===== src/rtl/swc_rtu_rsp_demux_if.sv =====
// -----------------------------------------------------------------------------
// swc_rtu_rsp_demux_if
// Bundle of the RTU decision stream (engine side) and the per-port RTU
// response outputs (swc core side) handled by swc_rtu_rsp_demux.
//
// Handshake semantics (both directions):
//   A transfer happens on a rising clk edge when the producer's valid and the
//   consumer's ready/ack are both high. A producer holds its valid and its data
//   stable until the transfer happens. A consumer may raise ready/ack at any
//   time, including while valid is low; in that case nothing is transferred.
//
// Signals:
//   req_valid_i / req_ready_o      engine decision handshake
//   req_port_i                     ingress port index of the decision
//   req_mask_i, req_drop_i, req_prio_i  decision payload
//   req_err_o                      one-cycle pulse: decision discarded, bad index
//   rtu_rsp_valid_o / rtu_rsp_ack_i  per-port head valid / pop
//   rtu_dst_port_mask_o, rtu_drop_o, rtu_prio_o  per-port head payload (flat)
//   fifo_full_o                    per-port queue full
//
// Modports: slave = the demux itself, master = engine plus swc core.
// -----------------------------------------------------------------------------
interface swc_rtu_rsp_demux_if #(
   parameter int g_num_ports      = 7,
   parameter int g_prio_width     = 3,
   parameter int g_port_idx_width = 3
);
   logic                                 req_valid_i;
   logic                                 req_ready_o;
   logic [g_port_idx_width-1:0]          req_port_i;
   logic [g_num_ports-1:0]               req_mask_i;
   logic                                 req_drop_i;
   logic [g_prio_width-1:0]              req_prio_i;
   logic                                 req_err_o;
   logic [g_num_ports-1:0]               rtu_rsp_valid_o;
   logic [g_num_ports-1:0]               rtu_rsp_ack_i;
   logic [g_num_ports*g_num_ports-1:0]   rtu_dst_port_mask_o;
   logic [g_num_ports-1:0]               rtu_drop_o;
   logic [g_num_ports*g_prio_width-1:0]  rtu_prio_o;
   logic [g_num_ports-1:0]               fifo_full_o;

   modport slave (
      input  req_valid_i, req_port_i, req_mask_i, req_drop_i, req_prio_i,
      input  rtu_rsp_ack_i,
      output req_ready_o, req_err_o,
      output rtu_rsp_valid_o, rtu_dst_port_mask_o, rtu_drop_o, rtu_prio_o,
      output fifo_full_o
   );

   modport master (
      output req_valid_i, req_port_i, req_mask_i, req_drop_i, req_prio_i,
      output rtu_rsp_ack_i,
      input  req_ready_o, req_err_o,
      input  rtu_rsp_valid_o, rtu_dst_port_mask_o, rtu_drop_o, rtu_prio_o,
      input  fifo_full_o
   );
endinterface


===== src/rtl/swc_rtu_rsp_demux.sv =====
// -----------------------------------------------------------------------------
// swc_rtu_rsp_demux
// Splits the serialized RTU decision stream into g_num_ports independent
// show-ahead FIFOs so that a stalled swc port never blocks the others.
//
// Ports:
//   clk_i    system clock
//   rst_n_i  synchronous active-low reset
//   bus      swc_rtu_rsp_demux_if.slave (decision input, per-port responses)
//
// A decision accepted at edge k is visible at the queue head from cycle k+1;
// there is no same-cycle pass-through. Head outputs read as zero while their
// queue is empty.
// -----------------------------------------------------------------------------
module swc_rtu_rsp_demux #(
   parameter int g_num_ports      = 7,
   parameter int g_prio_width     = 3,
   parameter int g_port_idx_width = 3,
   parameter int g_fifo_depth     = 4
) (
   input  logic                 clk_i,
   input  logic                 rst_n_i,
   swc_rtu_rsp_demux_if.slave   bus
);

   localparam int PW = $clog2(g_fifo_depth);
   localparam int CW = PW + 1;
   localparam int N  = g_num_ports;
   localparam int W  = g_prio_width;

   // Per-port storage; contents are not reset because the outputs are gated
   // by the (reset) count.
   logic [N-1:0]  r_mask [N][g_fifo_depth];
   logic          r_drop [N][g_fifo_depth];
   logic [W-1:0]  r_prio [N][g_fifo_depth];

   logic [PW-1:0] r_wr_ptr [N];
   logic [PW-1:0] r_rd_ptr [N];
   logic [CW-1:0] r_count  [N];
   logic          r_err;

   logic [N-1:0]   w_push;
   logic [N-1:0]   w_pop;
   logic [N-1:0]   w_full;
   logic [N-1:0]   w_valid;
   logic           w_legal;
   logic           w_ready;
   logic           w_accept;
   logic [N*N-1:0] w_mask_out;
   logic [N-1:0]   w_drop_out;
   logic [N*W-1:0] w_prio_out;

   always_comb begin
      w_push     = '0;
      w_pop      = '0;
      w_full     = '0;
      w_valid    = '0;
      w_legal    = 1'b0;
      w_ready    = 1'b0;
      w_accept   = 1'b0;
      w_mask_out = '0;
      w_drop_out = '0;
      w_prio_out = '0;

      for (int p = 0; p < N; p++) begin
         w_full[p]  = (r_count[p] == CW'(g_fifo_depth));
         w_valid[p] = (r_count[p] != '0);
         // Acks against an empty queue are dropped here, so no underflow.
         w_pop[p]   = bus.rtu_rsp_ack_i[p] & w_valid[p];
         if (w_valid[p]) begin
            w_mask_out[p*N +: N] = r_mask[p][r_rd_ptr[p]];
            w_drop_out[p]        = r_drop[p][r_rd_ptr[p]];
            w_prio_out[p*W +: W] = r_prio[p][r_rd_ptr[p]];
         end
         // Ready looks only at the current full flag: a same-cycle pop does
         // not open a slot for the incoming decision.
         if (int'(bus.req_port_i) == p) begin
            w_legal = 1'b1;
            w_ready = ~w_full[p];
         end
      end

      // Out-of-range indices are always accepted so they can be discarded.
      if (!w_legal) w_ready = 1'b1;
      if (!rst_n_i) w_ready = 1'b0;

      w_accept = bus.req_valid_i & w_ready;

      for (int p = 0; p < N; p++) begin
         w_push[p] = w_accept & (int'(bus.req_port_i) == p);
      end
   end

   always_ff @(posedge clk_i) begin
      if (!rst_n_i) begin
         for (int p = 0; p < N; p++) begin
            r_wr_ptr[p] <= '0;
            r_rd_ptr[p] <= '0;
            r_count[p]  <= '0;
         end
         r_err <= 1'b0;
      end else begin
         r_err <= w_accept & ~w_legal;
         for (int p = 0; p < N; p++) begin
            if (w_push[p]) begin
               r_mask[p][r_wr_ptr[p]] <= bus.req_mask_i;
               r_drop[p][r_wr_ptr[p]] <= bus.req_drop_i;
               r_prio[p][r_wr_ptr[p]] <= bus.req_prio_i;
               r_wr_ptr[p]            <= r_wr_ptr[p] + PW'(1);
            end
            if (w_pop[p]) begin
               r_rd_ptr[p] <= r_rd_ptr[p] + PW'(1);
            end
            case ({w_push[p], w_pop[p]})
               2'b10:   r_count[p] <= r_count[p] + CW'(1);
               2'b01:   r_count[p] <= r_count[p] - CW'(1);
               default: r_count[p] <= r_count[p];
            endcase
         end
      end
   end

   assign bus.req_ready_o         = w_ready;
   assign bus.req_err_o           = r_err;
   assign bus.rtu_rsp_valid_o     = w_valid;
   assign bus.fifo_full_o         = w_full;
   assign bus.rtu_dst_port_mask_o = w_mask_out;
   assign bus.rtu_drop_o          = w_drop_out;
   assign bus.rtu_prio_o          = w_prio_out;

endmodule


===== src/flat_wrapper.sv =====
// flat-port wrapper written by rule: the top's interface ports become plain ports
module swc_rtu_rsp_demux_flat 
#(
   parameter int g_num_ports      = 7,
   parameter int g_prio_width     = 3,
   parameter int g_port_idx_width = 3,
   parameter int g_fifo_depth     = 4
)
  (clk_i, rst_n_i, bus_req_valid_i, bus_req_port_i, bus_req_mask_i, bus_req_drop_i, bus_req_prio_i, bus_rtu_rsp_ack_i, bus_req_ready_o, bus_req_err_o, bus_rtu_rsp_valid_o, bus_rtu_dst_port_mask_o, bus_rtu_drop_o, bus_rtu_prio_o, bus_fifo_full_o);
  swc_rtu_rsp_demux_if #(.g_num_ports(g_num_ports), .g_prio_width(g_prio_width), .g_port_idx_width(g_port_idx_width)) bus_i ();
  input  logic clk_i;
  input  logic rst_n_i;
  input wire logic [$bits(bus_i.req_valid_i)-1:0] bus_req_valid_i;
  input wire logic [$bits(bus_i.req_port_i)-1:0] bus_req_port_i;
  input wire logic [$bits(bus_i.req_mask_i)-1:0] bus_req_mask_i;
  input wire logic [$bits(bus_i.req_drop_i)-1:0] bus_req_drop_i;
  input wire logic [$bits(bus_i.req_prio_i)-1:0] bus_req_prio_i;
  input wire logic [$bits(bus_i.rtu_rsp_ack_i)-1:0] bus_rtu_rsp_ack_i;
  output wire logic [$bits(bus_i.req_ready_o)-1:0] bus_req_ready_o;
  output wire logic [$bits(bus_i.req_err_o)-1:0] bus_req_err_o;
  output wire logic [$bits(bus_i.rtu_rsp_valid_o)-1:0] bus_rtu_rsp_valid_o;
  output wire logic [$bits(bus_i.rtu_dst_port_mask_o)-1:0] bus_rtu_dst_port_mask_o;
  output wire logic [$bits(bus_i.rtu_drop_o)-1:0] bus_rtu_drop_o;
  output wire logic [$bits(bus_i.rtu_prio_o)-1:0] bus_rtu_prio_o;
  output wire logic [$bits(bus_i.fifo_full_o)-1:0] bus_fifo_full_o;
  assign bus_i.req_valid_i = bus_req_valid_i;
  assign bus_i.req_port_i = bus_req_port_i;
  assign bus_i.req_mask_i = bus_req_mask_i;
  assign bus_i.req_drop_i = bus_req_drop_i;
  assign bus_i.req_prio_i = bus_req_prio_i;
  assign bus_i.rtu_rsp_ack_i = bus_rtu_rsp_ack_i;
  assign bus_req_ready_o = bus_i.req_ready_o;
  assign bus_req_err_o = bus_i.req_err_o;
  assign bus_rtu_rsp_valid_o = bus_i.rtu_rsp_valid_o;
  assign bus_rtu_dst_port_mask_o = bus_i.rtu_dst_port_mask_o;
  assign bus_rtu_drop_o = bus_i.rtu_drop_o;
  assign bus_rtu_prio_o = bus_i.rtu_prio_o;
  assign bus_fifo_full_o = bus_i.fifo_full_o;
  swc_rtu_rsp_demux #(.g_num_ports(g_num_ports), .g_prio_width(g_prio_width), .g_port_idx_width(g_port_idx_width), .g_fifo_depth(g_fifo_depth)) u_core (.clk_i(clk_i), .rst_n_i(rst_n_i), .bus(bus_i));
endmodule

===== config.mk =====
export PLATFORM = sky130hd
export DESIGN_NAME = swc_rtu_rsp_demux_flat
export DESIGN_NICKNAME = d
export VERILOG_FILES = /design/src/rtl/swc_rtu_rsp_demux_if.sv /design/src/rtl/swc_rtu_rsp_demux.sv /design/src/flat_wrapper.sv
export SDC_FILE = /design/constraint.sdc
export NUM_CORES = 1
export LEC_CHECK = 0
export CORE_ASPECT_RATIO = 1.5
export CORE_MARGIN = 5
export CORE_UTILIZATION = 25
export CTS_CLUSTER_DIAMETER = 120
export CTS_CLUSTER_SIZE = 16
export DETAILED_ROUTE_END_ITERATION = 7
export GPL_TIMING_DRIVEN = 0
export MAX_ROUTING_LAYER = met4
export PLACE_DENSITY_LB_ADDON = 0.3
export SLEW_MARGIN = 5
export SYNTH_ARGS = -nofsm -noshare
export SYNTH_HDL_FRONTEND = slang
export SYNTH_SLANG_ARGS = --single-unit

===== constraint.sdc =====
create_clock -name clk_i -period 3.9 [get_ports clk_i]
set_clock_uncertainty 0.05 [all_clocks]
set_input_delay 0.78 -clock clk_i [delete_from_list [all_inputs] [get_ports clk_i]]
set_output_delay 0.78 -clock clk_i [all_outputs]
set_load 0.02 [all_outputs]

### Word-level counts from Yosys, hierarchy flattened

Memories as Yosys holds them, arrays and structs flattened.
Index checks and enable logic that the tools add are counted.

| word-level totals | value |
|---|---|
| register bits | 1 |
| RAM bits | 357 |
| input port bits | 24 |
| output and inout bits | 93 |
| logic and storage cells | 554 |
| memories | 6 |

| cells by class | value |
|---|---|
| $add $sub $neg | 28 |
| magnitude comparators | 21 |
| eq/ne operators | 27 |
| multiplexer cells | 358 |
| bitwise gates (word level) | 73 |
| reductions and logical operators | 40 |

Memory list:

| name | depth | width | rd ports | clocked after memory_dff | write ports | line | text |
|---|---|---|---|---|---|---|---|
| u_core.r_mask | 7 | 28 | 7 | 0 | 1 | swc_rtu_rsp_demux.sv:33 | `logic [N-1:0] r_mask [N][g_fifo_depth];` |
| u_core.r_prio | 7 | 12 | 7 | 0 | 1 | swc_rtu_rsp_demux.sv:35 | `logic [W-1:0] r_prio [N][g_fifo_depth];` |
| u_core.r_drop | 7 | 4 | 7 | 0 | 1 | swc_rtu_rsp_demux.sv:34 | `logic r_drop [N][g_fifo_depth];` |
| u_core.r_count | 7 | 3 | 7 | 0 | 7 | swc_rtu_rsp_demux.sv:39 | `logic [CW-1:0] r_count [N];` |
| u_core.r_rd_ptr | 7 | 2 | 7 | 0 | 7 | swc_rtu_rsp_demux.sv:38 | `logic [PW-1:0] r_rd_ptr [N];` |
| u_core.r_wr_ptr | 7 | 2 | 7 | 0 | 7 | swc_rtu_rsp_demux.sv:37 | `logic [PW-1:0] r_wr_ptr [N];` |

Operators by type and width:

| kind | number |
|---|---|
| $mux 28 | 19 |
| $mux 12 | 19 |
| $mux 3 | 67 |
| $mux 7 | 28 |
| $reduce_or 28->1 | 6 |
| $mux 1 | 150 |
| $bmux 7 s2 | 7 |
| $demux 7 s2 | 7 |
| $mux 4 | 19 |
| $reduce_or 12->1 | 6 |
| $bmux 3 s2 | 7 |
| $demux 3 s2 | 7 |
| $ge 3x3->1 const B | 14 |
| $not 2->3 | 14 |
| $or 1x1->1 | 35 |
| $eq 3x3->1 const B | 11 |
| $add 2x1->2 const B | 14 |
| $mux 2 | 14 |
| $reduce_or 4->1 | 6 |
| $add 3x1->3 const B | 7 |
| $lt 3x1->1 const B | 7 |
| $reduce_bool 3->1 | 7 |
| $sub 3x1->3 const B | 7 |
| $and 1x1->1 | 16 |
| 9 further kinds | 53 |

### Depth between registers and ports, before layout

| logic depth | value |
|---|---|
| depth after elaboration | 23 |
| mapped depth | 14 |

### Least setup slack after synthesis

Ideal clock, no wire load.

| timing | value |
|---|---|
| kind | input -> register |
| start point | in bus_req_port_i[0] |
| end point | mem u_core.r_count[4][2] (netlist name), data pin |
| arrival | 2.652 ns |
| setup slack | 0.943 ns |
| cell stages on the path | 13 |
| path through | buf_6 > nor4b_1 > o21bai_1 > and4b_1 > buf_2 > inv_1 > ha_1 > nand2_1 > fa_1 > xor2_1 > nor3_1 > a21oi_1 > nor2b_1 |

RTL lines:

| what | line | text |
|---|---|---|
| from (decl) | flat_wrapper.sv:14 | `input wire logic [$bits(bus_i.req_port_i)-1:0] bus_req_port_i;` |
| to (decl) | swc_rtu_rsp_demux.sv:39 |  |

==> results.ini <==
[power_and_ir_drop]
leakage_nw=5.88
sw_frac_of_total_pct=25.5
pwr-share-comb_pct=17.9
pwr-share-clk_pct=30.0
power.density_mw_per_mm2=467
power_switching_w=0.00215
peakVddDrop_v=0.000253
p_seq_share_pct=52.2
internal-power_w=0.00629

[timing]
max_slew_margin_pct=17.5
fmax_mhz=285
fin_ws_ns=0.396
fin_crit_ns=3.50
drv_slew=0
holdWs_ns=0.553
tightest_slew_ns=1.23
setup_viol=0
min_period_over_period_pct=89.8
finalHoldViolCount=0
rsz0062_at_grt=false
fin_tns_setup_ns=0

[floorplanning]
io_pins=117
die_h_um=312
dieArea_mm2=0.0661
core_region_area_mm2=0.0601
rows=110
start_util_pct=25.3
die_x_um=212

[global_route]
antenna_found_initial=4
grt-ovfl-total=0
grt_use_total_pct=10.8
grt_pass1_vias=8308
grt_max_degree=29
grt_pass1_wl_mm=52.6

[critical_path]
cp-end-kind=primary output
critical_path_class=reg2out
crit_path_start_kind=register
required_ns=3.07
cp_max_fo=10
arrival_ns=2.67

[synth]
syn_nets=924
syn_area_mm2=0.0152
async_flop_share_pct=0
ys_types=48
synth_ff_type=edfxtp_1
synth_seq_cells=358
synth_warnings=0
netlist_instances=849
synth.avg_cell_area_um2=17.9
yosysSeqAreaShare_pct=70.5
synth-edff-count=357

[job]
maxCapViolations=0

[cells_and_area]
nFillCells=5899
layout.nets=1068
mostFrequentLayoutCell=edfxtp_1
drive_gt1_share_pct=13.8
final_cell_mix=edfxtp_1, and2_1, clkdlybuf4s50_1
syn2layout_area_growth_pct=18.7

[place]
portBuffers=116
gp_congestion=0.748
hpwl_mm=23.8
pre_cts_slack_ns=-0.145

[cts]
cts_sinks=358
postCtsSetupBuffers=0
cts.hold.buffers_added=0
h-tree-depth=1
cts_root_buf=clkbuf_16
clk_pin_slew_worst_paths_ns=0.08
insertion_delay_ns=0.56
cts.path.max_buffers=3
cts_buffers=26
cts_tree=built

[detailed_routing]
drt_first_iter_violations=403
first_pass_iters=6
num_vias=7509
wl_per_cell_um=19.7
drc=0
wl_mm=35.3
via_per_inst=4.19
ant_nets=0

[outcome]
status=finished clean

[min_path]
hold_path_class=reg2reg

==> power groups by stage <==
| stage | combinational (W) | sequential [W] | clock, W |
|---|---|---|---|
| 2_1_floorplan | 0.000884 | 0.00446 | 0 |
| 3_3_place_gp | 0.00154 | 0.00449 | 0 |
| 3_5_place_dp | 0.00156 | 0.00449 | 0 |
| 4_1_cts | 0.00157 | 0.00440 | 0.00263 |
| 5_1_grt | 0.00164 | 0.00441 | 0.00277 |
| 6_report | 0.00151 | 0.00440 | 0.00253 |
==> cells in the mapped netlist (2+ instances only) <==
cell      instances  share of area, %
nand3_1           2             0.066
fa_1              6              0.79
edfxtp_1        357                70
nor3b_2           3              0.25
ha_1             45               3.7
nor3_1            5              0.16
inv_1            45               1.1
clkbuf_1         14              0.35
nor4_4            2              0.28
nor2b_1          12              0.49
buf_1             7              0.17
mux4_2           77                11
nor2_1           42               1.0
or3_1             6              0.25
nor3b_1           2             0.099
and2_1          115               4.7
o21ai_0           9              0.30
o31ai_1          10              0.49
xnor2_1           7              0.40
buf_4             7              0.35
xor2_1            7              0.40
a21oi_1           6              0.20
buf_2             2             0.066
nand2b_1          3              0.12
and3_1            3              0.12
nand2_1          33              0.81
==> cells by family after synthesis <==
logic type,after synthesis,synth area share [%]
flops,358,70.5
simple gates,239,9.17
mux,78,11.5
buf+inv,77,2.14
fa+ha+maj,51,4.49
compound gates,32,1.44
xor+xnor,14,0.805
==> flip-flops by register name (all words and copies together), names as in the netlist <==
signal and flops:
u_core.r_wr_ptr 14, u_core.r_mask 196, u_core.r_prio 84, u_core.r_drop 28
u_core.r_rd_ptr 14, u_core.r_count 21, u_core.bus.req_err_o 1
==> per-stage QoR <==
| step | power (W) | cell area (µm²) | std cells | util (%) |
|---|---|---|---|---|
| 2_1_floorplan | 0.00535 | 15200 | 849 | - |
| 3_3_place_gp | 0.00603 | 17400 | 1749 | 28.9 |
| 3_5_place_dp | 0.00605 | 17400 | 1749 | 28.9 |
| 4_1_cts | 0.00861 | 18100 | 1787 | 30.1 |
| 5_1_grt | 0.00883 | 18100 | 1791 | 30.1 |
| 6_report | 0.00844 | 18100 | 1791 | 30.1 |
==> layout make-up <==
class | instances | area (µm²) | area share, %
flip-flops and latches | 358 | 10700 | 59.4
multi-input cells | 414 | 4180 | 23.1
repair buffers | 116 | 1120 | 6.21
well taps | 784 | 981 | 5.42
clock buffers | 37 | 713 | 3.94
inverters | 46 | 173 | 0.955
plain buffers | 31 | 154 | 0.851
clock inverters | 1 | 11.3 | 0.0623
diodes | 4 | 10.0 | 0.0554
==> what timing repair did <==
action / 4_1_cts / 5_1_grt
pin swaps: 0 / 0
endpoints found under the setup margin: 1 / 1
resized for setup: 2 / 1
==> final timing paths <==
path	start	endpoint	slack (ns)	cells past startpoint
worst max-delay path	u_core.r_rd_ptr[6][1]$_SDFFCE_PN0P_	bus_rtu_dst_port_mask_o[43]	0.40	4
worst max register to register	u_core.r_count[3][1]$_SDFFCE_PN0P_	u_core.r_count[3][2]$_SDFFCE_PN0P_	0.82	10
worst min register to register	u_core.r_count[3][0]$_SDFFCE_PN0P_	u_core.r_count[3][0]$_SDFFCE_PN0P_	0.55	1
worst min-delay path	u_core.r_count[3][0]$_SDFFCE_PN0P_	u_core.r_count[3][0]$_SDFFCE_PN0P_	0.55	1
==> per-layer routing <==
| layer | track usage (%) | wire length (µm) | vias up |
|---|---|---|---|
| met5 | - | 0 | - |
| met4 | 2.89 | 769 | 0 |
| met3 | 1.85 | 1400 | 30 |
| met2 | 19.5 | 18800 | 105 |
| met1 | 12.5 | 14300 | 3882 |
| li1 | - | - | 3492 |
==> worst max-delay path: stages, from the launching register on <==
cell             delay (ns)
edfxtp_1               0.43
buf_1                  0.52
mux4_2                 0.42
and2_1                 0.17
clkdlybuf4s50_1        0.56
Note: power is estimated with default switching activity, not from simulation.
